$ cat config.mk
export PLATFORM = sky130hd
export DESIGN_NAME = sc_statemachine_game
export DESIGN_NICKNAME = d
export VERILOG_FILES = /design/src/rtl/sc_game_pkg.sv /design/src/rtl/sc_edge_detect_low.sv /design/src/rtl/sc_statemachine_game.sv
export SDC_FILE = /design/constraint.sdc
export NUM_CORES = 1
export LEC_CHECK = 0
export ABC_AREA = 1
export CAP_MARGIN = 20
export CORE_MARGIN = 1
export CORE_UTILIZATION = 51
export CTS_CLUSTER_DIAMETER = 60
export DETAILED_ROUTE_END_ITERATION = 6
export GPL_ROUTABILITY_DRIVEN = 0
export PLACE_DENSITY_LB_ADDON = 0.3
export SLEW_MARGIN = 20
export SYNTH_ARGS = -nofsm -noshare
export SYNTH_HDL_FRONTEND = slang
export SYNTH_SLANG_ARGS = --single-unit
$ cat constraint.sdc
create_clock -name SC_STATEMACHINEGAME_CLOCK_50 -period 1.4 [get_ports SC_STATEMACHINEGAME_CLOCK_50]
set_input_delay 0.35 -clock SC_STATEMACHINEGAME_CLOCK_50 [delete_from_list [all_inputs] [get_ports SC_STATEMACHINEGAME_CLOCK_50]]
set_output_delay 0.35 -clock SC_STATEMACHINEGAME_CLOCK_50 [all_outputs]
set_load 0.01 [all_outputs]
$ cat src/rtl/sc_game_pkg.sv
// sc_game_pkg: shared widths, default parameters and state encoding for the game controller.
// Ports: none (package).
package sc_game_pkg;
    localparam int LIVES_W = 2;
    localparam int LEVEL_W = 3;
    localparam int CNT_W   = 8;
    localparam int LIVES_INIT_DEF       = 3;
    localparam int SHIFTS_PER_LEVEL_DEF = 16;
    localparam int LEVEL_MAX_DEF        = 4;
    localparam int CRASH_HOLD_DEF       = 8;
    typedef enum logic [3:0] {
        ST_CLEAR    = 4'd0,
        ST_INIT     = 4'd1,
        ST_IDLE     = 4'd2,
        ST_PLAY     = 4'd3,
        ST_SHIFT    = 4'd4,
        ST_CHECK    = 4'd5,
        ST_CRASH    = 4'd6,
        ST_LEVELUP  = 4'd7,
        ST_GAMEOVER = 4'd8,
`ifdef SC_STATEMACHINEGAME_PAUSE_EN
        ST_WIN      = 4'd9,
        ST_PAUSE    = 4'd10
`else
        ST_WIN      = 4'd9
`endif
    } state_e;
endpackage

$ cat src/rtl/sc_edge_detect_low.sv
// sc_edge_detect_low: registered falling-edge detector for an active-low button.
// Ports: clk, rst_n (async active-low), in_low (button), fall (1 on the first low cycle after a high sample).
module sc_edge_detect_low (
    input  logic clk,
    input  logic rst_n,
    input  logic in_low,
    output logic fall
);
    logic prev_q, prev_d;
    always_comb prev_d = in_low;
    // Previous sample resets high so a button already held at reset release counts as one press.
    always_ff @(posedge clk or negedge rst_n) begin
        if (!rst_n) prev_q <= 1'b1;
        else        prev_q <= prev_d;
    end
    assign fall = prev_q & ~in_low;
endmodule

$ cat src/rtl/sc_statemachine_game.sv
// sc_statemachine_game: game controller FSM sequencing clear/load/shift of the point/background bank,
// tracking lives and level from the active-low crash flag, declaring game-over or win.
// Ports: CLOCK_50 clock, RESET_InLow async reset, start_InLow button, crash_InLow detector flag,
// tick_InHigh shift pacing; outputs clear/load/shift pulses, lives, level, gameover, win.
// Optional: define SC_STATEMACHINEGAME_PAUSE_EN to add pause_InLow and a PAUSE state.
module sc_statemachine_game
    import sc_game_pkg::*;
#(
    parameter int LIVES_INIT       = LIVES_INIT_DEF,
    parameter int SHIFTS_PER_LEVEL = SHIFTS_PER_LEVEL_DEF,
    parameter int LEVEL_MAX        = LEVEL_MAX_DEF,
    parameter int CRASH_HOLD       = CRASH_HOLD_DEF
) (
    input  logic               SC_STATEMACHINEGAME_CLOCK_50,
    input  logic               SC_STATEMACHINEGAME_RESET_InLow,
    input  logic               SC_STATEMACHINEGAME_start_InLow,
    input  logic               SC_STATEMACHINEGAME_crash_InLow,
    input  logic               SC_STATEMACHINEGAME_tick_InHigh,
`ifdef SC_STATEMACHINEGAME_PAUSE_EN
    input  logic               SC_STATEMACHINEGAME_pause_InLow,
`endif
    output logic               SC_STATEMACHINEGAME_clear_OutHigh,
    output logic               SC_STATEMACHINEGAME_load_OutHigh,
    output logic               SC_STATEMACHINEGAME_shift_OutHigh,
    output logic [LIVES_W-1:0] SC_STATEMACHINEGAME_lives_Out,
    output logic [LEVEL_W-1:0] SC_STATEMACHINEGAME_level_Out,
    output logic               SC_STATEMACHINEGAME_gameover_OutHigh,
    output logic               SC_STATEMACHINEGAME_win_OutHigh
);
    state_e             state_q, state_d;
    logic [LIVES_W-1:0] lives_q, lives_d;
    logic [LEVEL_W-1:0] level_q, level_d;
    logic [CNT_W-1:0]   shift_cnt_q, shift_cnt_d;
    logic [CNT_W-1:0]   hold_cnt_q, hold_cnt_d;
    logic               start_ev;
    logic               crash;
    logic               tick;
    assign crash = ~SC_STATEMACHINEGAME_crash_InLow;
    assign tick  = SC_STATEMACHINEGAME_tick_InHigh;
    sc_edge_detect_low u_start_edge (
        .clk    (SC_STATEMACHINEGAME_CLOCK_50),
        .rst_n  (SC_STATEMACHINEGAME_RESET_InLow),
        .in_low (SC_STATEMACHINEGAME_start_InLow),
        .fall   (start_ev)
    );
`ifdef SC_STATEMACHINEGAME_PAUSE_EN
    logic pause_ev;
    sc_edge_detect_low u_pause_edge (
        .clk    (SC_STATEMACHINEGAME_CLOCK_50),
        .rst_n  (SC_STATEMACHINEGAME_RESET_InLow),
        .in_low (SC_STATEMACHINEGAME_pause_InLow),
        .fall   (pause_ev)
    );
`endif
    always_comb begin
        state_d     = state_q;
        lives_d     = lives_q;
        level_d     = level_q;
        shift_cnt_d = shift_cnt_q;
        hold_cnt_d  = hold_cnt_q;
        case (state_q)
            ST_CLEAR: state_d = ST_INIT;
            ST_INIT: begin
                shift_cnt_d = '0;
                state_d     = ST_IDLE;
            end
            ST_IDLE: state_d = start_ev ? ST_PLAY : ST_IDLE;
            ST_PLAY: begin
                state_d = crash ? ST_CRASH : tick ? ST_SHIFT : ST_PLAY;
`ifdef SC_STATEMACHINEGAME_PAUSE_EN
                if (pause_ev) state_d = ST_PAUSE;
`endif
            end
            ST_SHIFT: begin
                shift_cnt_d = shift_cnt_q + CNT_W'(1);
                state_d     = ST_CHECK;
            end
            ST_CHECK: state_d = crash ? ST_CRASH :
                                (shift_cnt_q == CNT_W'(SHIFTS_PER_LEVEL)) ? ST_LEVELUP : ST_PLAY;
            ST_CRASH: begin
                hold_cnt_d = hold_cnt_q + CNT_W'(1);
                if (hold_cnt_q == CNT_W'(CRASH_HOLD - 1))
                    state_d = (lives_q == '0) ? ST_GAMEOVER : ST_CLEAR;
            end
            ST_LEVELUP: begin
                if (level_q == LEVEL_W'(LEVEL_MAX - 1)) state_d = ST_WIN;
                else begin
                    level_d = level_q + LEVEL_W'(1);
                    state_d = ST_CLEAR;
                end
            end
            ST_GAMEOVER, ST_WIN: begin
                if (start_ev) begin
                    lives_d = LIVES_W'(LIVES_INIT);
                    level_d = '0;
                    state_d = ST_CLEAR;
                end
            end
`ifdef SC_STATEMACHINEGAME_PAUSE_EN
            ST_PAUSE: state_d = pause_ev ? ST_PLAY : ST_PAUSE;
`endif
            default: state_d = ST_CLEAR;
        endcase
        // Both PLAY and CHECK can enter CRASH; the life is taken on the entering edge.
        if (state_d == ST_CRASH && state_q != ST_CRASH) begin
            lives_d    = (lives_q == '0) ? '0 : lives_q - LIVES_W'(1);
            hold_cnt_d = '0;
        end
    end
    always_ff @(posedge SC_STATEMACHINEGAME_CLOCK_50 or negedge SC_STATEMACHINEGAME_RESET_InLow) begin
        if (!SC_STATEMACHINEGAME_RESET_InLow) begin
            state_q     <= ST_CLEAR;
            lives_q     <= LIVES_W'(LIVES_INIT);
            level_q     <= '0;
            shift_cnt_q <= '0;
            hold_cnt_q  <= '0;
        end else begin
            state_q     <= state_d;
            lives_q     <= lives_d;
            level_q     <= level_d;
            shift_cnt_q <= shift_cnt_d;
            hold_cnt_q  <= hold_cnt_d;
        end
    end
    assign SC_STATEMACHINEGAME_clear_OutHigh    = (state_q == ST_CLEAR);
    assign SC_STATEMACHINEGAME_load_OutHigh     = (state_q == ST_INIT);
    assign SC_STATEMACHINEGAME_shift_OutHigh    = (state_q == ST_SHIFT);
    assign SC_STATEMACHINEGAME_gameover_OutHigh = (state_q == ST_GAMEOVER);
    assign SC_STATEMACHINEGAME_win_OutHigh      = (state_q == ST_WIN);
    assign SC_STATEMACHINEGAME_lives_Out        = lives_q;
    assign SC_STATEMACHINEGAME_level_Out        = level_q;
endmodule

==> summary by stage, run 1 <==
Pwr
The leakage component of the power is 1.32 nW. In this run, flip-flops and latches consume 23.2% of the power. The share of total power dissipated in combinational logic is 65.8%. The clock network burns 11.0% of the power. For this design the ratio of total power to cell area is 1930 nW/um2. The worst voltage drop across the vdd grid is 1.17 mV. Net switching is 43.6% of the power. The reported net switching power is 2.13 mW. The internal power of the cells is 2.77 mW.

Final layout
Relative to the synthesized area, the layout overhead comes to 59.5%. The layout net count is 299. The ratio of cells with drive above 1 in the final layout is 49.3%.

The repair_antennas step left the layout with diodes totalling 0. The number of standard cells in the layout, taps in and fillers out is 319.

Setup path
The startpoint type of the worst setup path is a flop. The top fanout value on the critical path is 3. For the worst setup path, the data required time is 1050 ps. The endpoint identified for the worst register-to-register timing path is hold_cnt_q[6]$_DFFE_PN0P_. The start of the worst register-to-register path is state_q[2]$_DFF_PN0_. For the worst flop-to-flop path, the logic depth is 11. The element type at the critical path end is a primary output. Data on the critical path arrives at its endpoint at 1340 ps. The category of the most critical setup path is flop to primary output. The critical path starts at state_q[1]$_DFF_PN0_. The setup check on the worst reg-to-reg path leaves a slack of -250 ps.

Logic synthesis
Averaged over all synthesized cells, the footprint is 7.31 um2. After synthesis, the largest family of logic cells by area is simple AND/OR/NAND/NOR gates. Yosys printed 0 warnings. After Yosys synthesis, and, or, nand and nor cells account for 38.2% of the synthesized area.

The largest area contributor in the netlist is dfrtp_1. The net count of the mapped netlist is 228. The count of state elements after synthesis is 26.

The post-synthesis adder-cell area fraction is 3.93%. The xor/xnor cell area share of the yosys netlist is 1.65%. The share of the synthesized area in compound gates (AO/OA/AOI/OAI) is 5.66%. Measured against the total synthesized area, the mux share comes to 0%. The proportion of netlist area held by the largest area contributor is 36.1%.

Yosys attributes the largest share of cell area to dfrtp_1 (36%), nand2_1 (13%), nand3_1 (6.9%). The proportion of synthesized chip area in sequential cells is 41.1%. The post-synthesis cell count is 218. The cell area after technology mapping is 1590 um2. The number of distinct library cells after synthesis is 27.

Timing
The count of final max-slew check failures was 0. The final setup violation count is 21. Setup repair after global routing could not meet its margin everywhere.

The highest clock rate is 0.593 GHz. Headroom to the max-slew limit came out at 82.4%. On the final layout, the worst clock skew is 5.81 ps.

The pin slew with the least headroom to its limit is 263 ps. After layout, the minimum clock period comes to 1690 ps. The final hold violation count is 0. The portion of the clock cycle consumed by the worst path in the final layout is 121%. Final hold analysis gives a worst-case slack of 327 ps. After layout, the worst setup slack is -288 ps.

Detailed routing
For this run, design rule violations remaining after detail routing come to 2. The number of optimization iterations in the first detailed-route pass is 6. The number of vias per cell is 5.60. Dividing the detail-routed wire length by the instance count gives 16.6 um. The count of nets left with antenna violations once routing finished came out at 0. Summed over all layers, the routed wires come to 5300 um.

Across all layers, the routed design uses 1785 vias. The number of DRC violations after detailed-routing iteration 0 is 118.

Hold path
The min-delay analysis places its worst path in the category input port to async pin.

GRT
Global routing used 29.2% of the available tracks across all layers. The total grt overflow is 0. The number of global-route vias before repair is 1745. The initial antenna violation count is 0. The global-route wire length before repair is 7400 um. The pin count of the biggest net entering global routing is 17.

Floorplanning
The floorplan die width is 57.9 um. The count of boundary I/O pins is 15. In this run the vertical extent of the chip is 57.9 um. The starting density of the core is 55.8%.

The area of the die is 3350 um2. The floorplan step defined a core boundary enclosing 2850 um2. The number of cell rows is 19.

CTS
The clock latency on the worst-skew pair is 340 ps. Buffers inserted during clock tree synthesis total 3. In this run the number of H-tree levels came out at 1. TritonCTS built the clock tree. The clock passes through at most 2 buffers. The cell sitting at the root of the clock tree is a clkbuf_4. The clock input transition at the sequential cells of the worst setup and hold paths is 150 ps. The number of sinks handled by clock tree synthesis is 26.

Place
In this run the tool buffered the top-level ports with 14 buffer cells. The number of placed instances, taps included is 298. Once detailed placement completed, the half-perimeter wirelength came to 2810 um.

Outcome
The checks that failed: DRC, setup timing. The run finished, with violations left.

Flow run
The tool flagged a number of max-cap violations equal to 0.
## cell usage after synthesis (all sizes together)
| master | number |
|---|---|
| nand3 | 24 |
| nand4 | 4 |
| ha | 5 |
| inv | 38 |
| dfstp | 3 |
| buf | 1 |
| dfrtp | 23 |
| o32ai | 1 |
| xor2 | 3 |
| o21ai | 10 |
| clkinv | 1 |
| o21bai | 1 |
| o22ai | 3 |
| nand3b | 1 |
| nor3 | 3 |
| nor2 | 36 |
| nand2 | 59 |
| or2 | 1 |
| a21oi | 1 |
## logic make-up after synthesis
logic type | Yosys count
and+or+nand+nor | 128
buffers and inverters | 40
DFF | 26
AOI/OAI and AO/OA | 16
adders and majority gates | 5
xor gates and xnor gates | 3
## power groups by stage
stage,registers (mW),logic (mW),clock network (mW)
finish,1.14,3.22,0.538
detailed placement,1.13,2.18,0
global route,1.16,3.43,0.564
floorplan,1.18,1.15,0
CTS,1.12,2.61,0.539
global placement,1.13,2.11,0
## how the worst max path moves through the flow
stage / end / slack [ps] / cells after the start
final: SC_STATEMACHINEGAME_gameover_OutHigh / -290 / 5
after global routing: hold_cnt_q[6]$_DFFE_PN0P_ / -360 / 11
after CTS: SC_STATEMACHINEGAME_clear_OutHigh / -200 / 5
after detailed placement: hold_cnt_q[0]$_DFFE_PN0P_ / -400 / 11
after global placement: hold_cnt_q[2]$_DFFE_PN0P_ / -320 / 11
after floorplan: hold_cnt_q[2]$_DFFE_PN0P_ / -8 / 8
## cell usage in the layout, fill, tap and decap left out, types with 4 or more instances in the layout
cell and n:
nand3_1 8, nand2_4 7, inv_1 22, nand3_2 14
o21ai_0 4, nand2_2 7, buf_4 39, clkdlybuf4s50_1 4
buf_2 4, nand2_1 45, nor2_4 12, nor2_1 21
dfrtp_1 23, buf_6 19, inv_2 12
## critical path: stages, from the launching register on
cell and delay (ps):
dfrtp_1 440, buf_6 130, nor2_4 120, inv_2 50
nor2_1 110, buf_2 140
## sequential cells by signal, summed over array words and instances, names as in the netlist
signal                         cells
hold_cnt_q                         8
shift_cnt_q                        8
state_q                            4
SC_STATEMACHINEGAME_level_Out      3
SC_STATEMACHINEGAME_lives_Out      2
u_start_edge.prev_q                1
## repair_timing
action                     in CTS  in global routing
resized for setup              71                 57
setup endpoints to repair      24                 31
pin swaps                      13                 28
hold buffers                    0                  0
setup buffers                  13                  8
## through the flow
| step | setup WS [ps] | util [%] | area [um2] | setup TNS (ps) | total power, mW |
|---|---|---|---|---|---|
| 6_report | -288 | 89.1 | 2540 | -4000 | 4.90 |
| 5_1_grt | -362 | 89.1 | 2540 | -5570 | 5.16 |
| 4_1_cts | -198 | 80.3 | 2290 | -2850 | 4.27 |
| 3_5_place_dp | -399 | 72.5 | 2070 | -6290 | 3.31 |
| 3_3_place_gp | -321 | 72.5 | 2070 | -5240 | 3.23 |
| 2_1_floorplan | -7.82 | - | 1620 | -7.82 | 2.33 |
## layout make-up
cell class / count / area (um2)
inverters: 39 / 161
repair buffers: 67 / 577
clock buffers: 3 / 22.5
clock inverters: 1 / 30.0
flip-flops and latches: 26 / 654
multi-input cells: 152 / 1060
fillers: 132 / 312
well taps: 31 / 38.8
## layer usage
| metal | up-vias | share of wire (%) | global-route usage, % |
|---|---|---|---|
| met5 | - | 0 | 0 |
| met3 | 31 | 5.3 | 5.36 |
| met1 | 854 | 38 | 32.8 |
| li1 | 818 | - | - |
| met2 | 82 | 53 | 52.2 |
| met4 | 0 | 4.0 | 15.3 |
Power figures use the tool's default switching activity.
==> run 2: changes to the inputs <==
Settings changed: CORE_UTILIZATION 51 to 53, CTS_BUF_LIST set to sky130_fd_sc_hd__clkbuf_8.
==> run 2 against run 1 <==
Critical path type is now flop to flop. The flow still finishes with violations (DRC, setup timing). Maximum frequency fell by 1.1%. Sequential power barely moved. Worst hold slack improved by 49 ps. First-iteration DRC count rose by 29%. Count of clock-buffer cells in the layout did not move.
==> summary by stage, run 2 (same netlist as run 1, synthesis figures left out) <==
Floorplanning
The area of the die is 3230 um2 (-3.6%). The floorplan die width is 56.8 um (-1.8%). The count of boundary I/O pins is 15 (unchanged). The number of cell rows is 19 (unchanged). The starting density of the core is 56.8% (+0.95 points). The height of the die was 56.8 um (-1.8%). The total core area is 2810 um2 (-1.7%).

Outcome
The flow ran to the end, but the final reports show violations. The checks that failed: DRC, setup timing.

GRT
The global-route total usage across every layer is 31.4% (+2.3 points). The pin count of the biggest net entering global routing is 17 (unchanged). The total grt overflow came to 0 (unchanged). The initial antenna violation count is 0 (unchanged). The number of global-route vias before repair came to 1720 (-1.4%). The global-route wire length before repair is 7650 um (+3.4%).

Final layout
The ratio of cells with drive above 1 in the final layout is 49.8% (+0.52 points). The final standard cell utilization of the core came to 89.4% (+0.31 points). The number of filler instances in the final layout is 139 (+5.3%). The area growth from synthesis to final layout is 57.4%. In the layout the commonest cells are nand2_1 (44), buf_4 (44), dfrtp_1 (23). The number of antenna cells inserted was 0 (unchanged). The layout net count is 300 (+0.33%). In the final layout, the registers with the most flip-flops are hold_cnt_q (8), shift_cnt_q (8), state_q (4).

Pwr
The power density relative to cell area is 1950 nW/um2 (+1.1%). The leakage component of the power is 1.32 nW (-0.11%). The power consumption was 4.89 mW (-0.25%). The worst voltage drop across the vdd grid was 1.08 mV (-7.9%).

Place
The number of port buffers was 14 (unchanged). The post-detailed-placement half-perimeter wirelength is 2800 um (-0.24%).

Setup path
The maximum single-stage delay on the critical path is 390 ps (-50 ps). The total buffers and inverters traversed by the critical path is 1 (-2). The data required time of the worst path is 1570 ps (+520 ps). By startpoint and endpoint, the worst setup path is classified as flop to flop. The slack of the worst reg-to-reg path is -310 ps (-60 ps).

The arrival time of the worst setup path was 1880 ps (+540 ps). The signal on the critical path passes through inv_1, ha_1, nand2_1, nor2_2, nand2_1, nand2_1, nand2_2, nand2_4, nand3_4, nand3_2, nand2_1. The library cell appearing most often on the critical path is nand2_1.

The slowest stage of the critical path is the dfrtp_1 cell. The worst setup path is captured at a flop. The worst setup path is launched from a flop. The category of cells accounting for the largest share of critical-path delay is simple AND/OR/NAND/NOR gates. The top fanout value on the critical path is 5 (+2).

Hold path
The path type of the worst min-delay path is input port to async pin.

CTS
The number of sinks handled by clock tree synthesis is 26 (unchanged). The number of buffers added by the clock tree synthesis step is 3 (unchanged). TritonCTS built the clock tree.

The clock latency on the worst-skew pair is 290 ps (-50 ps). The clock input transition at the sequential cells of the worst setup and hold paths is 100 ps (-50 ps). The hold-fix buffer count after cts is 0 (unchanged). The clock tree root buffer cell is clkbuf_8. The deepest clock path buffer count came to 2 (unchanged). The H-tree depth reported by CTS came to 1 (unchanged).

Timing
The worst setup margin came to -307 ps (-18.9 ps). The highest clock rate is 0.586 GHz (-1.1%). The final hold violation count came to 0 (unchanged). The pin slew with the least headroom to its limit came to 242 ps (-21.1 ps).

The count of final max-slew check failures is 0 (unchanged). The final clock skew is 9.22 ps (+3.41 ps). The worst relative slew slack was 83.8% (+1.3 points).

The setup TNS was -4380 ps (-388 ps). Setup repair after global routing could not meet its margin everywhere. The portion of the clock cycle consumed by the worst path in the final layout is 122% (+1.3 points). The final setup violation count is 22 (+4.8%). The post-route minimum period was 1710 ps (+18.9 ps).

Detailed routing
The number of DRC violations after detailed routing is 2 (unchanged). The number of DRC violations after detailed-routing iteration 0 is 152 (+29%). The final routed wirelength across all metal layers is 5850 um (+10%). The routed length per instance is 18.3 um (+10%).

The number of vias per cell is 5.86 (+4.8%). The via count of the routed design came to 1876 (+5.1%). The number of optimization iterations in the first detailed-route pass came to 6 (unchanged). The number of nets with antenna violations after routing is 0 (unchanged).

Flow run
The number of max-cap violations is 0 (unchanged).
[run 2: cell count changes in the layout (fill, tap and decap cells not counted), sizes merged]
cell,change
dlygate4sd2,+1
clkdlybuf4s15,-1
clkbuf,+1
[run 2: metal layers]
layer	vias up	part of all wire [%]	track usage, %
met4	0	6.8	12.5
met1	907	38	39.1
met3	38	7.1	3.23
li1	824	-	-
met5	-	0	0
met2	107	48	55.8
[run 2: area by class of cell]
type	count	area (um2)	share of cell area, %
inverters	39	161	6.44
multi-input cells	152	1040	41.4
repair buffers	68	543	21.7
clock inverters	1	30.0	1.20
well taps	31	38.8	1.55
flip-flops and latches	26	654	26.1
clock buffers	3	41.3	1.65
[run 2: per-stage QoR]
| stage | cell area [um2] | hold WS, ps | worst slack, ps | std cells |
|---|---|---|---|---|
| 5_1_grt | 2510 | 408 | -354 | 320 |
| 6_report | 2510 | 376 | -307 | 320 |
| 3_3_place_gp | 2070 | 457 | -319 | 299 |
| 2_1_floorplan | 1620 | 54.4 | -7.82 | 218 |
| 3_5_place_dp | 2070 | 463 | -382 | 299 |
| 4_1_cts | 2350 | 390 | -151 | 313 |
[run 2: power by group]
group / switching (mW) / internal [mW] / total [mW]
Sequential: 0.167 / 0.982 / 1.15
Combinational: 1.71 / 1.36 / 3.08
Clock: 0.279 / 0.384 / 0.663
Total: 2.16 / 2.73 / 4.89
[run 2: repair_timing]
item / in CTS / in global routing
resized for setup: 72 / 43
pin swaps: 17 / 18
endpoints found under the setup margin: 22 / 29
setup buffers: 10 / 7
endpoints found under the hold margin: 0 / 0
[run 2: worst paths after layout]
kind | end | start | cells after the start
max | hold_cnt_q[4]$_DFFE_PN0P_ | shift_cnt_q[1]$_DFFE_PN0P_ | 11
min | SC_STATEMACHINEGAME_level_Out[2]$_DFFE_PN0P_ | SC_STATEMACHINEGAME_RESET_InLow | 2
min in group SC_STATEMACHINEGAME_CLOCK_50 | u_start_edge.prev_q$_DFF_PN1_ | SC_STATEMACHINEGAME_start_InLow | 1
max reg2reg | hold_cnt_q[4]$_DFFE_PN0P_ | shift_cnt_q[1]$_DFFE_PN0P_ | 11
min reg2reg | hold_cnt_q[7]$_DFFE_PN0P_ | hold_cnt_q[7]$_DFFE_PN0P_ | 3
max in group asynchronous | SC_STATEMACHINEGAME_lives_Out[0]$_DFFE_PN1P_ | SC_STATEMACHINEGAME_RESET_InLow | 2
